`src/rtl/sdram_arbiter_pkg.sv`:
```
// Shared types and widths for the SDRAM arbiter: FSM state encoding, address/data widths,
// and the round-robin pointer wrap helper.
package sdram_arb_pkg;

   localparam int SDRAM_AW = 24;
   localparam int SDRAM_DW = 16;
   localparam int SDRAM_BW = 2;

   typedef enum logic [2:0] {
      BOOT  = 3'd0,
      IDLE  = 3'd1,
      ISSUE = 3'd2,
      ARM   = 3'd3,
      WAIT  = 3'd4,
      GAP   = 3'd5
   } arb_state_t;

   function automatic int wrap_inc(input int i, input int n);
      return (i + 1 >= n) ? 0 : i + 1;
   endfunction

endpackage

```
`src/rtl/sdram_arbiter_if.sv`:
```
// Requester-side level req/ack bundle plus the controller-side strobe/ready bundle.
// slave = arbiter view, master = requesters + controller view.
interface sdram_arbiter_if
   import sdram_arb_pkg::*;
#(
   parameter int NUM_PORTS = 3
) ();

   logic [NUM_PORTS-1:0]          port_req;
   logic [NUM_PORTS-1:0]          port_we;
   logic [NUM_PORTS*SDRAM_AW-1:0] port_addr;
   logic [NUM_PORTS*SDRAM_DW-1:0] port_din;
   logic [NUM_PORTS*SDRAM_BW-1:0] port_wtbt;
   logic [NUM_PORTS-1:0]          port_ack;
   logic [SDRAM_DW-1:0]           port_dout;

   logic [SDRAM_AW-1:0]           mem_addr;
   logic [SDRAM_DW-1:0]           mem_din;
   logic [SDRAM_BW-1:0]           mem_wtbt;
   logic                          mem_rd;
   logic                          mem_we;
   logic [SDRAM_DW-1:0]           mem_dout;
   logic                          mem_ready;

   modport slave (
      input  port_req, port_we, port_addr, port_din, port_wtbt,
      output port_ack, port_dout,
      output mem_addr, mem_din, mem_wtbt, mem_rd, mem_we,
      input  mem_dout, mem_ready
   );

   modport master (
      output port_req, port_we, port_addr, port_din, port_wtbt,
      input  port_ack, port_dout,
      input  mem_addr, mem_din, mem_wtbt, mem_rd, mem_we,
      output mem_dout, mem_ready
   );

endinterface

```
`src/rtl/sdram_arbiter_rr_pick.sv`:
```
// Combinational round-robin picker: first requester at or after ptr, else lowest requester.
// With SDRAM_ARB_PRIO_EN, port 0 wins outright and does not advance the pointer (adv=0).
module rr_pick #(
   parameter int NUM_PORTS = 3,
   parameter int IW        = 2
) (
   input  logic [NUM_PORTS-1:0] req,
   input  logic [IW-1:0]        ptr,
   output logic                 vld,
   output logic [IW-1:0]        idx,
   output logic                 adv
);

   logic [NUM_PORTS-1:0] cand;
   logic [IW:0]          pos;
   logic [IW-1:0]        pos_idx;

   always_comb begin
      vld     = 1'b0;
      idx     = '0;
      adv     = 1'b0;
      cand    = req;
      pos     = '0;
      pos_idx = '0;
`ifdef SDRAM_ARB_PRIO_EN
      cand[0] = 1'b0;
      if (req[0]) begin
         vld = 1'b1;
      end
`endif
      // Walk ptr, ptr+1, ... modulo NUM_PORTS; first hit wins.
      for (int i = 0; i < NUM_PORTS; i++) begin
         pos = {1'b0, ptr} + (IW+1)'(i);
         if (pos >= (IW+1)'(NUM_PORTS)) begin
            pos = pos - (IW+1)'(NUM_PORTS);
         end
         pos_idx = pos[IW-1:0];
         if (!vld && cand[pos_idx]) begin
            vld = 1'b1;
            idx = pos_idx;
            adv = 1'b1;
         end
      end
   end

endmodule

```
`src/rtl/sdram_arbiter.sv`:
```
// Round-robin arbiter turning per-port level req/ack into SDRAM strobe/ready; one transaction in flight,
// min 6 cycles grant-to-next-grant. Optional SDRAM_ARB_PRIO_EN gives port 0 strict priority.
module sdram_arbiter
   import sdram_arb_pkg::*;
#(
   parameter int NUM_PORTS  = 3,
   parameter int ARM_CYCLES = 2
) (
   input  logic           clk,
   input  logic           init,
   sdram_arbiter_if.slave bus
);

   localparam int IW = $clog2(NUM_PORTS);
   localparam int CW = (ARM_CYCLES > 0) ? $clog2(ARM_CYCLES + 1) : 1;

   arb_state_t          state;
   arb_state_t          state_nxt;
   logic [IW-1:0]       rr_ptr;
   logic [IW-1:0]       grant;
   logic                we_flag;
   logic [CW-1:0]       arm_cnt;

   logic                pick_vld;
   logic [IW-1:0]       pick_idx;
   logic                pick_adv;

   logic [SDRAM_AW-1:0] sel_addr;
   logic [SDRAM_DW-1:0] sel_din;
   logic [SDRAM_BW-1:0] sel_wtbt;
   logic                sel_we;

   rr_pick #(
      .NUM_PORTS (NUM_PORTS),
      .IW        (IW)
   ) u_pick (
      .req (bus.port_req),
      .ptr (rr_ptr),
      .vld (pick_vld),
      .idx (pick_idx),
      .adv (pick_adv)
   );

   always_comb begin
      sel_addr = '0;
      sel_din  = '0;
      sel_wtbt = '0;
      sel_we   = 1'b0;
      for (int p = 0; p < NUM_PORTS; p++) begin
         if (pick_idx == IW'(p)) begin
            sel_addr = bus.port_addr[p*SDRAM_AW +: SDRAM_AW];
            sel_din  = bus.port_din[p*SDRAM_DW +: SDRAM_DW];
            sel_wtbt = bus.port_wtbt[p*SDRAM_BW +: SDRAM_BW];
            sel_we   = bus.port_we[p];
         end
      end
   end

   always_ff @(posedge clk) begin
      if (init) begin
         state <= BOOT;
      end else begin
         state <= state_nxt;
      end
   end

   always_comb begin
      state_nxt = state;
      case (state)
         BOOT:    if (bus.mem_ready) state_nxt = IDLE;
         IDLE:    if (pick_vld) state_nxt = ISSUE;
         ISSUE:   state_nxt = (ARM_CYCLES == 0) ? WAIT : ARM;
         ARM:     if (arm_cnt <= CW'(1)) state_nxt = WAIT;
         WAIT:    if (bus.mem_ready) state_nxt = GAP;
         GAP:     state_nxt = IDLE;
         default: state_nxt = BOOT;
      endcase
   end

   // Strobes and ack are registered so the controller sees clean edges and ack lands in GAP.
   always_ff @(posedge clk) begin
      if (init) begin
         rr_ptr        <= '0;
         grant         <= '0;
         we_flag       <= 1'b0;
         arm_cnt       <= '0;
         bus.port_ack  <= '0;
         bus.port_dout <= '0;
         bus.mem_addr  <= '0;
         bus.mem_din   <= '0;
         bus.mem_wtbt  <= '0;
         bus.mem_rd    <= 1'b0;
         bus.mem_we    <= 1'b0;
      end else begin
         bus.port_ack <= '0;
         case (state)
            IDLE: begin
               if (pick_vld) begin
                  grant        <= pick_idx;
                  we_flag      <= sel_we;
                  bus.mem_addr <= sel_addr;
                  bus.mem_din  <= sel_din;
                  bus.mem_wtbt <= sel_wtbt;
                  if (pick_adv) begin
                     rr_ptr <= IW'(wrap_inc(int'(pick_idx), NUM_PORTS));
                  end
               end
            end
            ISSUE: begin
               bus.mem_rd <= !we_flag;
               bus.mem_we <= we_flag;
               arm_cnt    <= CW'(ARM_CYCLES);
            end
            ARM: begin
               arm_cnt <= arm_cnt - CW'(1);
            end
            WAIT: begin
               if (bus.mem_ready) begin
                  bus.mem_rd          <= 1'b0;
                  bus.mem_we          <= 1'b0;
                  bus.port_ack[grant] <= 1'b1;
                  if (!we_flag) begin
                     bus.port_dout <= bus.mem_dout;
                  end
               end
            end
            default: ;
         endcase
      end
   end

endmodule

```
`src/flat_wrapper.sv`:
```
// flat-port wrapper written by rule: the top's interface ports become plain ports
module sdram_arbiter_flat import sdram_arb_pkg::*;
#(
   parameter int NUM_PORTS  = 3,
   parameter int ARM_CYCLES = 2
)
  (clk, init, bus_port_req, bus_port_we, bus_port_addr, bus_port_din, bus_port_wtbt, bus_port_ack, bus_port_dout, bus_mem_addr, bus_mem_din, bus_mem_wtbt, bus_mem_rd, bus_mem_we, bus_mem_dout, bus_mem_ready);
  sdram_arbiter_if #(.NUM_PORTS(NUM_PORTS)) bus_i ();
  input  logic clk;
  input  logic init;
  input wire logic [$bits(bus_i.port_req)-1:0] bus_port_req;
  input wire logic [$bits(bus_i.port_we)-1:0] bus_port_we;
  input wire logic [$bits(bus_i.port_addr)-1:0] bus_port_addr;
  input wire logic [$bits(bus_i.port_din)-1:0] bus_port_din;
  input wire logic [$bits(bus_i.port_wtbt)-1:0] bus_port_wtbt;
  output wire logic [$bits(bus_i.port_ack)-1:0] bus_port_ack;
  output wire logic [$bits(bus_i.port_dout)-1:0] bus_port_dout;
  output wire logic [$bits(bus_i.mem_addr)-1:0] bus_mem_addr;
  output wire logic [$bits(bus_i.mem_din)-1:0] bus_mem_din;
  output wire logic [$bits(bus_i.mem_wtbt)-1:0] bus_mem_wtbt;
  output wire logic [$bits(bus_i.mem_rd)-1:0] bus_mem_rd;
  output wire logic [$bits(bus_i.mem_we)-1:0] bus_mem_we;
  input wire logic [$bits(bus_i.mem_dout)-1:0] bus_mem_dout;
  input wire logic [$bits(bus_i.mem_ready)-1:0] bus_mem_ready;
  assign bus_i.port_req = bus_port_req;
  assign bus_i.port_we = bus_port_we;
  assign bus_i.port_addr = bus_port_addr;
  assign bus_i.port_din = bus_port_din;
  assign bus_i.port_wtbt = bus_port_wtbt;
  assign bus_port_ack = bus_i.port_ack;
  assign bus_port_dout = bus_i.port_dout;
  assign bus_mem_addr = bus_i.mem_addr;
  assign bus_mem_din = bus_i.mem_din;
  assign bus_mem_wtbt = bus_i.mem_wtbt;
  assign bus_mem_rd = bus_i.mem_rd;
  assign bus_mem_we = bus_i.mem_we;
  assign bus_i.mem_dout = bus_mem_dout;
  assign bus_i.mem_ready = bus_mem_ready;
  sdram_arbiter #(.NUM_PORTS(NUM_PORTS), .ARM_CYCLES(ARM_CYCLES)) u_core (.clk(clk), .init(init), .bus(bus_i));
endmodule
```
`config.mk`:
```
export PLATFORM = sky130hd
export DESIGN_NAME = sdram_arbiter_flat
export DESIGN_NICKNAME = d
export VERILOG_FILES = /design/src/rtl/sdram_arbiter_pkg.sv /design/src/rtl/sdram_arbiter_if.sv /design/src/rtl/sdram_arbiter_rr_pick.sv /design/src/rtl/sdram_arbiter.sv /design/src/flat_wrapper.sv
export SDC_FILE = /design/constraint.sdc
export NUM_CORES = 1
export LEC_CHECK = 0
export ABC_AREA = 1
export CELL_PAD_IN_SITES_DETAIL_PLACEMENT = 0
export CELL_PAD_IN_SITES_GLOBAL_PLACEMENT = 2
export CORE_MARGIN = 5
export CORE_UTILIZATION = 21
export DETAILED_ROUTE_END_ITERATION = 16
export GPL_ROUTABILITY_DRIVEN = 0
export HOLD_SLACK_MARGIN = 0.05
export PLACE_DENSITY = 0.85
export SETUP_SLACK_MARGIN = 0.1
export SYNTH_ARGS = -nofsm -noshare
export SYNTH_HDL_FRONTEND = slang
export SYNTH_SLANG_ARGS = --single-unit
export TNS_END_PERCENT = 10
```
`constraint.sdc`:
```
create_clock -name clk -period 5.7 [get_ports clk]
set_input_delay 0.57 -clock clk [delete_from_list [all_inputs] [get_ports clk]]
set_output_delay 0.57 -clock clk [all_outputs]
set_load 0.03 [all_outputs]
```
Word level (Yosys, flattened, before mapping)
Index checks and enable logic that the tools add are counted.
- bits in registers: 73
- output and inout port bits: 63
- memories: 0
- bits in read-only memories: 0
- logic and storage cells: 97
- bits in latches: 0
- memory bits (writable): 0
- input bits: 151
- equal/unequal tests: 11
- reduce and logical (&&, ||, !) cells: 15
- shift-type cells: 0
- magnitude comparators: 10
- $add $sub $neg: 7
- bitwise logic cells: 3
- div/mod/pow operators: 0
- $mul: 0
- muxes and demuxes: 39
- operator list (cell ; number):
    24-bit two-way mux ; 3
    16-bit two-way mux ; 3
    2-bit two-way mux ; 10
    3-bit case mux with 6 select lines ; 1
    2-bit by 3-bit less-than comparator with 1-bit output (second input constant) ; 4
    3-bit two-way mux ; 4
    1-bit two-way mux ; 11
    3-bit by 2-bit >= comparator with 1-bit output (second input constant) ; 3
    2-bit by 1-bit adder with 3-bit output (second input constant) ; 2
    1-bit binary-select mux with 2-bit select ; 3
    3-bit by 2-bit == test with 1-bit output (second input constant) ; 2
    3-bit == test (second input constant) ; 2
    2-bit subtractor (second input constant) ; 3
    2-bit by 1-bit != test with 1-bit output (second input constant) ; 2
    2-bit != test (second input constant) ; 2
    1-bit case mux with 2 select lines ; 2
    2-bit case mux with 2 select lines ; 1
    2-bit AND reduction ; 2
    4-bit AND reduction ; 1
    2-bit nonzero test ; 2
    2-bit by 2-bit adder with 3-bit output (second input constant) ; 1
    3-bit by 1-bit == test with 1-bit output (second input constant) ; 1
    1-bit logical AND ; 3
    1-bit zero test ; 3
    other kinds (12) ; 14

Longest topological paths before layout
Gate-level depths: netlist of the first run.
- word-level depth: 15
- gate-level depth with buffers: 15
- gate-level depth less buffers: 14

By module
A second synthesis of the first run with hierarchy kept.
- cells, all modules: 567
- area, all modules: 3677.3 sq um
- by module, submodules not included (module ; area an instance (sq um) ; cells an instance ; times used ; seq. area each (sq um)):
    sdram_arbiter ; 3429.5 ; 515 ; 1 ; 1461.4
    rr_pick ; 247.7 ; 52 ; 1 ; 0.0

Least setup slack after synthesis of the first run
Ideal clock, no wire load.
- path kind: flip-flop to flip-flop
- start point: register u_core.rr_ptr[0]
- end point: register u_core.bus.mem_addr[7]
- data required time: 5.568 ns
- buffers on the path: 3
- clock period less this slack: 1.886 ns
- setup slack: 3.814 ns
- setup time: 0.132 ns
- data arrival time: 1.753 ns
- stages on the path, launching flop included: 14
- cell sequence: dfxtp_1 inv_1 ha_1 buf_6 nor2_1 nand2_1 nand2_1 nand3_4 buf_6 buf_4 nand4_1 nand3_1 nand2_1 a21oi_1
- cells in the longest elaborated chain, start to end: 15
- elaborated cells between the ends (all ways): 34
- those cells by class: add/sub: 5; order compare: 3; eq/ne: 2; mux: 18; reduce/logical: 6
- RTL lines (what ; RTL line ; source):
    from (decl) ; sdram_arbiter.sv:19 ; logic [IW-1:0] rr_ptr;
    from (signal assigned) ; sdram_arbiter.sv:105 ; rr_ptr <= IW'(wrap_inc(int'(pick_idx), NUM_PORTS));
    branches (longest 15 deep; another with 2-bit by 1-bit adder with 3-bit output) ; - ;
    to (signal assigned) ; sdram_arbiter.sv:101 ; bus.mem_addr <= sel_addr;
    to (decl) ; sdram_arbiter_if.sv:28 ; output mem_addr, mem_din, mem_wtbt, mem_rd, mem_we,
Several ways; the timed one is not identified. The select of a mux whose other input is x is not followed.
A chain may end at the register's enable or synchronous reset.

Worst setup path in the final report of the first run
- start point: register u_core.rr_ptr[0]
- end point: register u_core.bus.mem_addr[2]
Same word-level chain as after synthesis.

==> results of run 1 <==
==> power breakdown <==
| part | total, W | internal (W) | switching (W) |
|---|---|---|---|
| Sequential | 0.000716 | 0.000643 | 0.0000739 |
| Clock | 0.000507 | 0.000294 | 0.000212 |
| Combinational | 0.00159 | 0.000584 | 0.00101 |
| Total | 0.00282 | 0.00152 | 0.00130 |
==> cells by family after synthesis <==
group / Yosys count / synth area share
buf+inv: 115 / 0.1396
flops: 73 / 0.3567
simple gates: 345 / 0.3757
compound gates: 90 / 0.1127
fa+ha+maj: 5 / 0.01527
==> worst register-to-register path: stages (launching register included) <==
cell and delay, ns:
dfxtp_1 0.41, inv_1 0.09, ha_1 0.48, inv_2 0.10, nand2_1 0.07, nand3_1 0.09, nand2_2 0.10, nand4_2 0.71
nand3_4 0.80, nand2_1 0.13, nand3_1 0.10, nand2_1 0.06, a21oi_1 0.11
==> metrics by stage <==
step	setup slack, ns	power (W)
after floorplan	3.814	0.001877
after global routing	2.040	0.003048
final	2.384	0.002818
after CTS	2.352	0.002873
after global placement	2.269	0.002347
after detailed placement	2.252	0.002339
==> final cells by class <==
type | count | area share
clock buffers | 10 | 0.03660
clock inverters | 1 | 0.001150
inverters | 73 | 0.04235
multi-input cells | 440 | 0.3160
flip-flops and latches | 73 | 0.2238
well taps | 265 | 0.05079
repair buffers | 216 | 0.3292
==> cell usage in the layout (no fill, tap or decap), drive strengths merged <==
cell           instances
clkdlybuf4s50        212
nand2                157
nor2                  86
dfxtp                 73
inv                   73
a21oi                 63
nand3                 53
nand4                 45
o21ai                 22
clkbuf                10
ha                     5
a211oi                 4
buf                    4
nor3                   3
a31oi                  1
or2                    1
clkinvlp               1
==> registers in the layout (all words and copies together), names as in the netlist <==
| register | count |
|---|---|
| u_core.bus.mem_addr | 24 |
| u_core.bus.mem_din | 16 |
| u_core.bus.port_dout | 16 |
| u_core.bus.port_ack | 3 |
| u_core.state | 3 |
| u_core.arm_cnt | 2 |
| u_core.bus.mem_wtbt | 2 |
| u_core.grant | 2 |
| u_core.rr_ptr | 2 |
| u_core.bus.mem_rd | 1 |
| u_core.bus.mem_we | 1 |
| u_core.we_flag | 1 |
==> path summary, 6_finish.rpt <==
kind / start / endpoint / slack [ns] / cells after the start
worst max-delay path: u_core.rr_ptr[0]$_SDFFE_PP0P_ / u_core.bus.mem_addr[2]$_SDFFE_PP0P_ / 2.38 / 12
worst min-delay path: u_core.grant[0]$_SDFFE_PP0P_ / u_core.bus.port_ack[0]$_SDFF_PP0_ / 0.44 / 1
worst max register to register: u_core.rr_ptr[0]$_SDFFE_PP0P_ / u_core.bus.mem_addr[2]$_SDFFE_PP0P_ / 2.38 / 12
worst min register to register: u_core.grant[0]$_SDFFE_PP0P_ / u_core.bus.port_ack[0]$_SDFF_PP0_ / 0.44 / 1
==> per-layer routing <==
layer / part of all wire / GRT usage / wire length, µm / up-vias
met5: 0 / 0 / 0 / -
met4: 0.016 / 0.03431 / 262 / 0
met3: 0.096 / 0.05421 / 1546 / 15
met2: 0.46 / 0.2337 / 7402 / 161
met1: 0.43 / 0.1617 / 6835 / 2036
li1: - / - / - / 2405
==> out/qor.txt, run 1 <==
Slew Limit Fails: 0
Multi-input logic area: 2063 µm²
Synth unique cells: 26
Synth top cells by count: nand2_1, nor2_1, dfxtp_1, inv_1, a21oi_1
Core area: 19,330 µm²
Fin Hold WS: 0.4448 ns
Hold Buf Count CTS: 0
VDD IR max: 160.3 µV
Die height: 149.7 µm
Max-Cap Viols: 0
Post-Syn Instances: 628
Post-Syn Area: 4096 µm²
Synth-to-layout area growth: 59.38%
Antenna viol nets, final: 0
Vias in the first global route: 4,585
Drt initial violations: 193
Cell repeated most along the worst path: nand2_1
DP HPWL: 11,210 µm
EDFF count, synth: 0
Final instance area: 6529 µm²
Setup Skew: 0.007775 ns
Final std cells w/o fill: 1,078
CP bufs+invs: 2
Slew @ Worst Pin: 1.050 ns
Pwr/cell area: 431.6 nW/µm²
Layout fillers: 2,107
Total Wirelength: 16,050 µm
Core Util, Final: 0.3377
Die X: 149.7 µm
Initial core utilization: 0.2119
Crit-path cells: inv_1, ha_1, inv_2, nand2_1, nand3_1, nand2_2, nand4_2, nand3_4, nand2_1, nand3_1, nand2_1, a21oi_1
Most used DFF post-synth: dfxtp_1
Die Area: 22,400 µm²
Placed insts: 1,067
Global-route wire length before repair: 24,110 µm
Rel. slew slack: 0.2977
Yosys top cell area share: 0.3568
Critical path class: flip-flop to flip-flop
Worst path top cell family by delay: simple AND/OR/NAND/NOR gates
H-tree depth: 3
CP Capture Type: flip-flop
Final setup violation count: 0
CP max stage delay: 0.79 ns
Mapped Avg Cell Area: 6.523 µm²
Leakage power: 2.782 nW
IO buf count: 213
Clk slew on worst S/H paths: 0.06 ns
TNS Setup: 0 ns
Overflow after GRT: 0
RSZ-0062 raised after global routing: no
Post-synthesis register bit count: 73
Initial antenna violation count: 0
Yosys warnings: 0
Wirelength per Cell: 14.88 µm
Placed Area: 6282 µm²
CTS Buf Count: 9
Critical-path top delay cell: nand3_4
Ant. Diodes: 0
Row cnt: 51
Register Area: 1461 µm²
Root buffer cell: clkbuf_16
Crit-path max FO: 44
Synth area leaders: dfxtp_1, nand2_1, a21oi_1
Tmin final: 3.316 ns
Total number of vias: 4,617
Layout cell share with drive strength beyond 1: 0.03936
DRC Markers: 0
Via/cell ratio: 4.283
Clock net sink count: 73
I/O Pins: 214
Worst EP required: 5.95 ns
Fmax: 301.6 MHz
Final Net Count: 969
Pin count of the biggest net entering global routing: 51
Dominant cell by count in the synthesized netlist: nand2_1
Post-synthesis sequential area ratio: 0.3568
FFs w/ async S/R, synth: 0
Syn nets: 784
Clk_lat worst skew: 0.33 ns
Status: finished clean
Worst EP arrival: 3.57 ns
Cts repair resizes: 0
Area leader, netlist: dfxtp_1
GRT Resource Usage Total: 0.1371
Worst hold-check path type: flip-flop to flip-flop
CP startpoint kind: flip-flop
CTS tree: built
Fin. Hold Viols: 0
Fin crit share: 0.5817
Setup Buffers After CTS: 0
TritonRoute pass-1 iters: 4
Max clock buf depth: 2
(Power assumes the default switching activity.)
==> inputs of run 2 (changes only) <==
--- a/config.mk
+++ b/config.mk
@@ -9,11 +9,11 @@
 export CELL_PAD_IN_SITES_DETAIL_PLACEMENT = 0
 export CELL_PAD_IN_SITES_GLOBAL_PLACEMENT = 2
 export CORE_MARGIN = 5
-export CORE_UTILIZATION = 21
+export CORE_UTILIZATION = 20
 export DETAILED_ROUTE_END_ITERATION = 16
 export GPL_ROUTABILITY_DRIVEN = 0
 export HOLD_SLACK_MARGIN = 0.05
-export PLACE_DENSITY = 0.85
+export PLACE_DENSITY = 0.81
 export SETUP_SLACK_MARGIN = 0.1
 export SYNTH_ARGS = -nofsm -noshare
 export SYNTH_HDL_FRONTEND = slang
==> constraint.sdc (replaced) <==
create_clock -name clk -period 3.47 [get_ports clk]
set_input_delay 0.347 -clock clk [delete_from_list [all_inputs] [get_ports clk]]
set_output_delay 0.347 -clock clk [all_outputs]
set_load 0.03 [all_outputs]
==> out/qor.txt, run 2 (synthesis gave the netlist of run 1 again) <==
Status: finished clean
Max clock buf depth: 2
Final worst slack: 0.8028 ns
Antenna viol nets, final: 0
Layout fillers: 2,214
Worst EP required: 3.67 ns
Metal-1 WL: 7433 µm
Setup Buffers After CTS: 0
Worst Setup SP: u_core.rr_ptr[0]$_SDFFE_PP0P_
CTS tree: built
Wirelength per Cell: 14.87 µm
Initial core utilization: 0.2031
Initial antenna violation count: 0
Leakage power: 2.835 nW
Core area: 20,170 µm²
Final std cells w/o fill: 1,090
VDD IR max: 238.8 µV
Placed insts: 1,075
Synth-to-layout area growth: 62.10%
CTS Buf Count: 9
Pin count of the biggest net entering global routing: 50
Fin. Hold Viols: 0
Post-place setup slack: 0.7484 ns
Overflow after GRT: 0
Crit-path max FO: 44
Cts repair resizes: 0
Commonest non-fill, non-tap cell in the layout: clkdlybuf4s50_1
Internal power: 0.002690 W
Row cnt: 52
Fin crit share: 0.7686
RSZ-0062 raised after global routing: no
Tmin final: 2.667 ns
Critical path class: flip-flop to flip-flop
Final setup violation count: 0
H-tree depth: 3
Slew @ Worst Pin: 0.7060 ns
Slew Limit Fails: 0
Switching Fraction: 0.4460
Crit-path cells: inv_1, ha_1, inv_2, nand2_1, nand3_1, nand2_1, nand3_4, nand3_4, nand2_1, nand3_1, nand2_1, a21oi_1
TNS Setup: 0 ns
Max Used Layer: met4
CP Capture Type: flip-flop
Hold Crit Start: u_core.bus.mem_addr[7]$_SDFFE_PP0P_
Vias in the first global route: 4,583
Total Wirelength: 16,210 µm
Biggest registers after layout: u_core.bus.mem_addr: 24 flops, u_core.bus.mem_din: 16 flops, u_core.bus.port_dout: 16 flops
Flop pwr share: 0.242
Clk slew on worst S/H paths: 0.06 ns
Max-Cap Viols: 0
DRC Markers: 0
Worst EP arrival: 2.86 ns
Die Area: 23,440 µm²
Hold Buf Count CTS: 0
Global-route wire length before repair: 25,430 µm
Fin Hold WS: 0.4648 ns
CP max stage delay: 0.52 ns
Worst hold-check path type: flip-flop to flip-flop
Final Net Count: 972
Max FFs per register: 24
RR Startpoint: u_core.rr_ptr[0]$_SDFFE_PP0P_
IO buf count: 213
TritonRoute pass-1 iters: 6
CP startpoint kind: flip-flop
I/O Pins: 214
Cell repeated most along the worst path: nand2_1
Ant. Diodes: 0
Placed Area: 6311 µm²
Setup Skew: 0.009476 ns
Fmax: 374.9 MHz
Rel. slew slack: 0.5288
Die height: 153.1 µm
Layout cell share with drive strength beyond 1: 0.04756
Root buffer cell: clkbuf_16
Pwr/cell area: 731.1 nW/µm²
Met3 routed WL: 1314 µm
Critical-path top delay cell: nand3_4
Final instance area: 6640 µm²
GRT Resource Usage Total: 0.1349
Drt initial violations: 212
Most frequent cells in the layout: clkdlybuf4s50_1, nand2_1, nor2_1
Clock Power Share: 0.216
Wire length on met2: 7227 µm
Gate power share: 0.542
Biggest register: u_core.bus.mem_addr
Die X: 153.1 µm
Via/cell ratio: 4.258
DP HPWL: 11,600 µm
Clk_lat worst skew: 0.34 ns
Net Switching: 0.002165 W
Total number of vias: 4,641
Clock net sink count: 73
==> run 2: cell types whose count changed in the layout (fill, tap and decap cells not counted), sizes merged <==
cell / delta
buf: +3
bufinv: +2
clkbuf: +1
clkinv: +1
==> run 2: worst max-delay path, delay by kind of cell, from the launching register on <==
family | cells | cell delay [ns]
DFF | 1 | 0.37
AOI/OAI and AO/OA | 1 | 0.05
buffers and inverters | 2 | 0.20
and+or+nand+nor | 8 | 1.45
adders and majority gates | 1 | 0.43
==> run 2: final cells by class <==
class | count | area (µm²) | area share
flip-flops and latches | 73 | 1461 | 0.2201
inverters | 73 | 276.5 | 0.04164
clock buffers | 11 | 252.7 | 0.03806
clock inverters | 4 | 76.32 | 0.01149
well taps | 270 | 337.8 | 0.05088
repair buffers | 219 | 2172 | 0.3271
multi-input cells | 440 | 2063 | 0.3107
==> run 2: final timing paths <==
path	to	slack, ns	depth (start not counted)
setup / recovery	u_core.bus.mem_din[0]$_SDFFE_PP0P_	0.80	12
hold reg to reg	u_core.bus.mem_addr[7]$_SDFFE_PP0P_	0.46	2
setup reg to reg	u_core.bus.mem_din[0]$_SDFFE_PP0P_	0.80	12
hold / removal	u_core.bus.mem_addr[7]$_SDFFE_PP0P_	0.46	2
==> run 2: per-layer routing <==
layer	vias up	GRT usage
met2	169	0.2151
met4	0	0.04158
met1	2052	0.1744
met5	-	0
met3	15	0.04269
li1	2405	-
==> run 2: metrics by stage <==
step / util / total power (W)
after global routing: 0.3292 / 0.005263
after global placement: 0.3129 / 0.003886
after CTS: 0.3292 / 0.004955
after floorplan: - / 0.003083
final: 0.3292 / 0.004854
after detailed placement: 0.3129 / 0.003870
==> run 2: power by group through the flow <==
stage               clock (W)  sequential [W]  combinational [W]
finish                0.00105         0.00118            0.00263
detailed placement          0         0.00120            0.00267
global route          0.00113         0.00120            0.00293
CTS                   0.00109         0.00118            0.00268
global placement            0         0.00119            0.00269
floorplan                   0         0.00153            0.00155
